$ cat config.mk
export PLATFORM = sky130hd
export DESIGN_NAME = rf_access_arbiter
export DESIGN_NICKNAME = d
export VERILOG_FILES = /design/src/rtl/rf_access_arbiter.sv
export SDC_FILE = /design/constraint.sdc
export NUM_CORES = 1
export LEC_CHECK = 0
export ABC_AREA = 1
export CORE_ASPECT_RATIO = 0.9
export CORE_MARGIN = 2
export CORE_UTILIZATION = 54
export CTS_BUF_LIST = sky130_fd_sc_hd__clkbuf_2
export DETAILED_ROUTE_END_ITERATION = 6
export DONT_BUFFER_PORTS = 1
export HOLD_SLACK_MARGIN = 0.12
export PLACE_DENSITY = 0.69
export SYNTH_ARGS = -nofsm -noshare
export SYNTH_HDL_FRONTEND = slang
export SYNTH_SLANG_ARGS = --single-unit
$ cat constraint.sdc
create_clock -name CLK -period 2.11 [get_ports CLK]
set_input_delay 0.422 -clock CLK [delete_from_list [all_inputs] [get_ports CLK]]
set_output_delay 0.422 -clock CLK [all_outputs]
set_load 0.03 [all_outputs]
$ cat src/rtl/rf_access_arbiter.sv
// Round-robin arbiter sharing one register-file port between two masters.
// Every access is registered and issued as a one-cycle RF strobe; reads time out.
module rf_access_arbiter #(
  parameter int DATA_WIDTH = 8,
  parameter int ADDR       = 4,
  parameter int RD_TIMEOUT = 8
) (
  input  logic                  CLK,
  input  logic                  RST,
  input  logic                  m0_req,
  input  logic                  m0_we,
  input  logic [ADDR-1:0]       m0_addr,
  input  logic [DATA_WIDTH-1:0] m0_wdata,
  output logic                  m0_gnt,
  output logic [DATA_WIDTH-1:0] m0_rdata,
  output logic                  m0_rvalid,
  output logic                  m0_rerr,
  input  logic                  m1_req,
  input  logic                  m1_we,
  input  logic [ADDR-1:0]       m1_addr,
  input  logic [DATA_WIDTH-1:0] m1_wdata,
  output logic                  m1_gnt,
  output logic [DATA_WIDTH-1:0] m1_rdata,
  output logic                  m1_rvalid,
  output logic                  m1_rerr,
  output logic                  RF_WrEn,
  output logic                  RF_RdEn,
  output logic [ADDR-1:0]       RF_Address,
  output logic [DATA_WIDTH-1:0] RF_WrData,
  input  logic [DATA_WIDTH-1:0] RF_RdData,
  input  logic                  RF_RdData_Valid
);

  localparam int CNT_W = (RD_TIMEOUT > 2) ? $clog2(RD_TIMEOUT) : 1;
  localparam logic [CNT_W-1:0] CNT_MAX = CNT_W'(RD_TIMEOUT - 1);

  typedef enum logic [1:0] {IDLE, ISSUE, WAIT_RD} state_t;

  state_t                state_q, state_d;
  logic                  prio_q, prio_d;
  logic                  owner_q, owner_d;
  logic                  we_q, we_d;
  logic [CNT_W-1:0]      cnt_q, cnt_d;
  logic [1:0]            gnt_d, rvalid_d, rerr_d;
  logic                  wren_d, rden_d;
  logic [ADDR-1:0]       rf_addr_d;
  logic [DATA_WIDTH-1:0] rf_wdata_d, rdata0_d, rdata1_d;
  logic                  win;

  // Both requesting: prio holder wins; otherwise the lone requester wins.
  assign win = (m0_req && m1_req) ? prio_q : m1_req;

  always_comb begin
    state_d    = state_q;
    prio_d     = prio_q;
    owner_d    = owner_q;
    we_d       = we_q;
    cnt_d      = cnt_q;
    gnt_d      = 2'b00;
    rvalid_d   = 2'b00;
    rerr_d     = 2'b00;
    wren_d     = 1'b0;
    rden_d     = 1'b0;
    rf_addr_d  = RF_Address;
    rf_wdata_d = RF_WrData;
    rdata0_d   = m0_rdata;
    rdata1_d   = m1_rdata;
    unique case (state_q)
      IDLE: begin
        if (m0_req || m1_req) begin
          owner_d    = win;
          we_d       = win ? m1_we : m0_we;
          rf_addr_d  = win ? m1_addr : m0_addr;
          rf_wdata_d = win ? m1_wdata : m0_wdata;
          gnt_d[win] = 1'b1;
          wren_d     = we_d;
          rden_d     = !we_d;
          state_d    = ISSUE;
        end
      end
      ISSUE: begin
        prio_d  = !owner_q;
        cnt_d   = '0;
        state_d = we_q ? IDLE : WAIT_RD;
      end
      WAIT_RD: begin
        if (RF_RdData_Valid || cnt_q == CNT_MAX) begin
          if (owner_q) rdata1_d = RF_RdData_Valid ? RF_RdData : '0;
          else         rdata0_d = RF_RdData_Valid ? RF_RdData : '0;
          rvalid_d[owner_q] = 1'b1;
          rerr_d[owner_q]   = !RF_RdData_Valid;
          state_d           = IDLE;
        end else begin
          cnt_d = cnt_q + CNT_W'(1);
        end
      end
      default: state_d = IDLE;
    endcase
  end

  // Registered outputs: strobes appear the cycle after the IDLE accept.
  always_ff @(posedge CLK or negedge RST) begin
    if (!RST) begin
      state_q    <= IDLE;
      prio_q     <= 1'b0;
      owner_q    <= 1'b0;
      we_q       <= 1'b0;
      cnt_q      <= '0;
      m0_gnt     <= 1'b0;
      m1_gnt     <= 1'b0;
      m0_rvalid  <= 1'b0;
      m1_rvalid  <= 1'b0;
      m0_rerr    <= 1'b0;
      m1_rerr    <= 1'b0;
      m0_rdata   <= '0;
      m1_rdata   <= '0;
      RF_WrEn    <= 1'b0;
      RF_RdEn    <= 1'b0;
      RF_Address <= '0;
      RF_WrData  <= '0;
    end else begin
      state_q    <= state_d;
      prio_q     <= prio_d;
      owner_q    <= owner_d;
      we_q       <= we_d;
      cnt_q      <= cnt_d;
      m0_gnt     <= gnt_d[0];
      m1_gnt     <= gnt_d[1];
      m0_rvalid  <= rvalid_d[0];
      m1_rvalid  <= rvalid_d[1];
      m0_rerr    <= rerr_d[0];
      m1_rerr    <= rerr_d[1];
      m0_rdata   <= rdata0_d;
      m1_rdata   <= rdata1_d;
      RF_WrEn    <= wren_d;
      RF_RdEn    <= rden_d;
      RF_Address <= rf_addr_d;
      RF_WrData  <= rf_wdata_d;
    end
  end

`ifndef SYNTHESIS
  // A master must keep req high until its gnt cycle has completed.
  a_req_held_m0 : assert property (@(posedge CLK) disable iff (!RST)
    (state_q == ISSUE && !owner_q) |-> m0_req);
  a_req_held_m1 : assert property (@(posedge CLK) disable iff (!RST)
    (state_q == ISSUE && owner_q) |-> m1_req);
`endif

endmodule

== Word level (Yosys, flattened, before mapping) ==
Cells that the tools add are included.

* $add $sub $neg: 1
* Magnitude comparators: 4
* Equality and inequality tests: 6
* Muxes and demuxes: 25
* Bitwise logic cells: 2
* Reductions and logical operators: 15

{| class="wikitable"
|+ Operators with widths
! kind !! number
|-
| $mux W2 || 9
|-
| $mux W8 || 2
|-
| $mux W1 || 8
|-
| $ne A2 B2 Y1 const B || 3
|-
| $pmux W2 S3 || 1
|-
| $pmux W3 S2 || 1
|-
| $reduce_and A2 Y1 || 3
|-
| $reduce_and A3 Y1 || 2
|-
| $lt A1 B2 Y1 const B || 2
|-
| $mux W4 || 1
|-
| $add A3 B1 Y3 const B || 1
|-
| $eq A3 B3 Y1 const B || 1
|-
| $logic_and A1 B1 Y1 || 3
|-
| $logic_not A1 Y1 || 3
|-
| $mux W3 || 1
|-
| $and A2 B2 Y2 || 1
|-
| $demux W1 S1 || 2
|-
| $eq A2 B1 Y1 const B || 1
|-
| $eq A2 B2 Y1 const B || 1
|-
| $ge A1 B1 Y1 const B || 2
|-
| $logic_not A2 Y1 || 1
|-
| $logic_or A1 B1 Y1 || 2
|-
| $reduce_bool A2 Y1 || 1
|-
| $not A1 Y1 || 1
|}

* Flip-flop bits (word level): 44
* Input port bits: 39
* Output and inout port bits: 36

== Longest topological paths before layout ==
* Word-level depth: 8
* Gate-level depth with buffers: 7

== Worst setup path after synthesis ==
OpenSTA, ideal clock, no wires.

* Kind: reg2reg
* Start: register cnt_q[0]
* End: register m0_rdata[0]
* Library setup time: 0.066 ns
* Arrival: 1.332 ns
* Data required time: 2.044 ns
* Setup slack: 0.712 ns
* Cell stages (with the launch flop): 8
* Path buffers: 0
* Cell sequence: dfrtp_1 -> ha_1 -> ha_1 -> nor2_1 -> nor2_2 -> nand2_2 -> nand2_1 -> nand2_1

* Word-level cells in the longest chain between the ends: 3

{| class="wikitable"
|+ Ends and longest elaborated chain
! what !! RTL line !! text
|-
| from (decl) || 43 || <nowiki>logic [CNT_W-1:0] cnt_q, cnt_d;</nowiki>
|-
| from (signal assigned) || 126 || <nowiki>cnt_q <= cnt_d;</nowiki>
|-
| $eq A3 B3 Y1 || 87 || <nowiki>if (RF_RdData_Valid || cnt_q == CNT_MAX) begin</nowiki>
|-
| $logic_or A1 B1 Y1 || 87 ||
|-
| $reduce_and A3 Y1 (no source line) || n/a ||
|-
| to (signal assigned) || 133 || <nowiki>m0_rdata <= rdata0_d;</nowiki>
|-
| to (decl) || 15 || <nowiki>output logic [DATA_WIDTH-1:0] m0_rdata,</nowiki>
|}

Every way passes these cells.
A chain may end at the register's enable or synchronous reset.

== Worst setup path in the final report ==
* Start: register cnt_q[0]
* End: register m0_rdata[7]

The elaborated chain is that of the path after synthesis.

==> qor.yml <==
power_mw: 3.05
endpoint: "m0_rdata[7]$_DFFE_PN0P_"
rsz0062_at_grt: "no"
fin_crit_sh_pct: 73.8
synth_commonest_cells: "84 x nand2_1, 46 x nand3_1, 44 x dfrtp_1, 38 x inv_1, 4 x nor2_1"
gr-usage-all-layers_pct: 20.6
cp_cell_sequence: "ha_1, ha_1, nor2_1, nor2_2, nand2_2, nand2_1, nand2_1"
fp.dieW_um: 69.0
crit_path_end_kind: "flop"
multi_input_area_um2: 724
port_buffers: 0
ioPinCount: 75
fin_tns_setup_ns: 0
synth.avg_cell_area_um2: 8.30
cts_setup_buffers: 0
diodes: 0
antenna_found_initial: 0
ir_drop_uv: 599
maxSlewHeadroom_pct: 65.2
period_minus_slack_ns: 1.56
yosysWarnings: 0
slew_violations: 0
routed_wl_um: 4020
viasPerCell: 5.16
coreArea_um2: 3680
die_h_um: 62.5
powerDensity_nw_per_um2: 1440
max_freq_ghz: 0.643
dr_total_vias: 1522
synthCells: 247
synthToLayoutAreaGrowth_pct: 3.11
hp-class: "in -> reg"
drv_cap: 0
cp-start-kind: "flop"
htree_levels: 2
wire_per_inst_um: 13.6
drc: 0
cts_sinks: 44
cts_buffers: 5
hold_violations: 0
yosys-top-cells-area: "dfrtp_1 54%, nand2_1 15%, nand3_1 11%"
ys_seq_area_share_pct: 53.7
cp_top_family: "simple AND/OR/NAND/NOR gates"
synth-edff-count: 0
final_nets: 290
worstPathMaxFanout: 10
r2r_slack_ns: 0.55
layout-drive-gt1-share_pct: 8.03
cp_data_required_time_ns: 2.42
ant_nets: 0
dp_hpwl_um: 2870
worstPathArrival_ns: 1.87
timing.rr.end: "m0_rdata[7]$_DFFE_PN0P_"
worstSetupPathDepth: 7
synthArstFlopShare_pct: 100
synthFlopType: "dfrtp_1"
timing.hold.ws_ns: 0.202
reg2reg_from: "cnt_q[0]$_DFFE_PN0P_"
p_leak_nw: 1.28
yosys.area.top_type_share_pct: 53.7
worst_slew_pin_slew_ns: 0.521
grt_start_max_net_pins: 45
grt_pass1_wl_um: 6710
ys_seq_elements: 44
rr_worst_depth: 7
drtPass1Iterations: 4
synth_nets: 288
clock-root-buffer: "clkbuf_2"
cts_tree: "yes"
die_area_um2: 4310
cpPeakStageDelay_ns: 0.44
clkTransAtPathRegs_ns: 0.19
outcome: "finished clean"
crit_path_start: "cnt_q[0]$_DFFE_PN0P_"
grt.overflow.total: 0
synth.most_common_cell: "nand2_1"
synth_area_leader_cell: "dfrtp_1"
fillers: 362
clockBufferDepth: 2
setup_viol: 0
ys_types: 22
initial_core_util_pct: 55.7
critPathSlowestCell: "dfrtp_1"
clock_skew_ns: 0.0240
worstSetupPathType: "reg -> reg"
crit_buf_inv: 0
clk_latency_ns: 0.37
place_congestion: 0.793
synth_area_um2: 2050
regArea_um2: 1100
drtIter0Drc: 99
placementRows: 21
grt_pass1_vias: 1423
through the flow:
stage / std cells / utilization [%] / cell area [µm²] / setup slack (ns)
floorplan: 247 / - / 2050 / 0.712
global placement: 285 / 55.4 / 2040 / 0.625
detailed placement: 285 / 55.4 / 2040 / 0.581
CTS: 295 / 57.5 / 2110 / 0.542
global route: 295 / 57.5 / 2110 / 0.391
finish: 295 / 57.5 / 2110 / 0.554
worst register-to-register path: stages (launching register included):
cell and delay (ns):
dfrtp_1 0.44, ha_1 0.21, ha_1 0.17, nor2_1 0.23
nor2_2 0.15, nand2_2 0.19, nand2_1 0.07, nand2_1 0.07
routing by layer:
layer  vias up  routed length, µm  track usage, %
li1        758                  -               -
met1       703               1750            28.7
met2        57               1880            30.5
met3         4                349            6.49
met4         0                 44            6.37
met5         -                  0               0
registers in the layout, summed over array words and instances (netlist names), 2 cells and up:
name and flops:
RF_WrData 8, cnt_q 3, m0_rdata 8, state_q 2, RF_Address 4, m1_rdata 8
kinds of logic after synthesis:
kind of cell,synth area share (%)
buffers and inverters,11.0
AOI/OAI and AO/OA,2.26
DFF,53.7
and+or+nand+nor,31.8
adders and majority gates,1.22
power breakdown:
group / internal, mW / total [mW] / switching, mW
logic: 0.246 / 0.736 / 0.490
registers: 1.17 / 1.99 / 0.825
clock network: 0.0734 / 0.324 / 0.250
total: 1.49 / 3.05 / 1.57
how the worst min path moves through the flow:
stage / start / cells past startpoint / to
floorplan: RST / 0 / RF_Address[0]$_DFFE_PN0P_
finish: m1_req / 2 / m1_gnt$_DFF_PN0_
detailed placement: RST / 0 / m0_rvalid$_DFF_PN0_
CTS: m1_req / 2 / m1_gnt$_DFF_PN0_
global route: m1_wdata[7] / 2 / RF_WrData[7]$_DFFE_PN0P_
global placement: RST / 0 / m0_rdata[4]$_DFFE_PN0P_
final cells by class:
class                           count  share of cell area [%]
Sequential cell                    44                    52.1
Multi-Input combinational cell    154                    34.3
Inverter                           41                    7.28
Tap cell                           46                    2.72
Timing Repair Buffer                3                    1.89
Clock buffer                        5                    1.18
Clock inverter                      2                   0.592
layout by cell type, fill, tap and decap left out:
cell type,count
dfrtp_1,44
nor2_4,1
nand3_1,46
nand4_1,2
clkbuf_2,5
inv_1,38
nor2_8,1
o21ai_0,3
nand2_1,84
dlygate4sd3_1,2
buf_12,1
o21ai_4,1
clkinv_1,1
inv_2,2
clkinvlp_4,1
nand2_2,3
o21ai_1,1
ha_1,2
clkinv_2,1
nor2_1,4
nand2_4,1
a21oi_1,2
nor2_2,3
timing repair:
action,CTS,global route
resized for setup,0,0
hold endpoints to repair,46,0
hold buffers,3,0
Power figures use the tool's default switching activity.
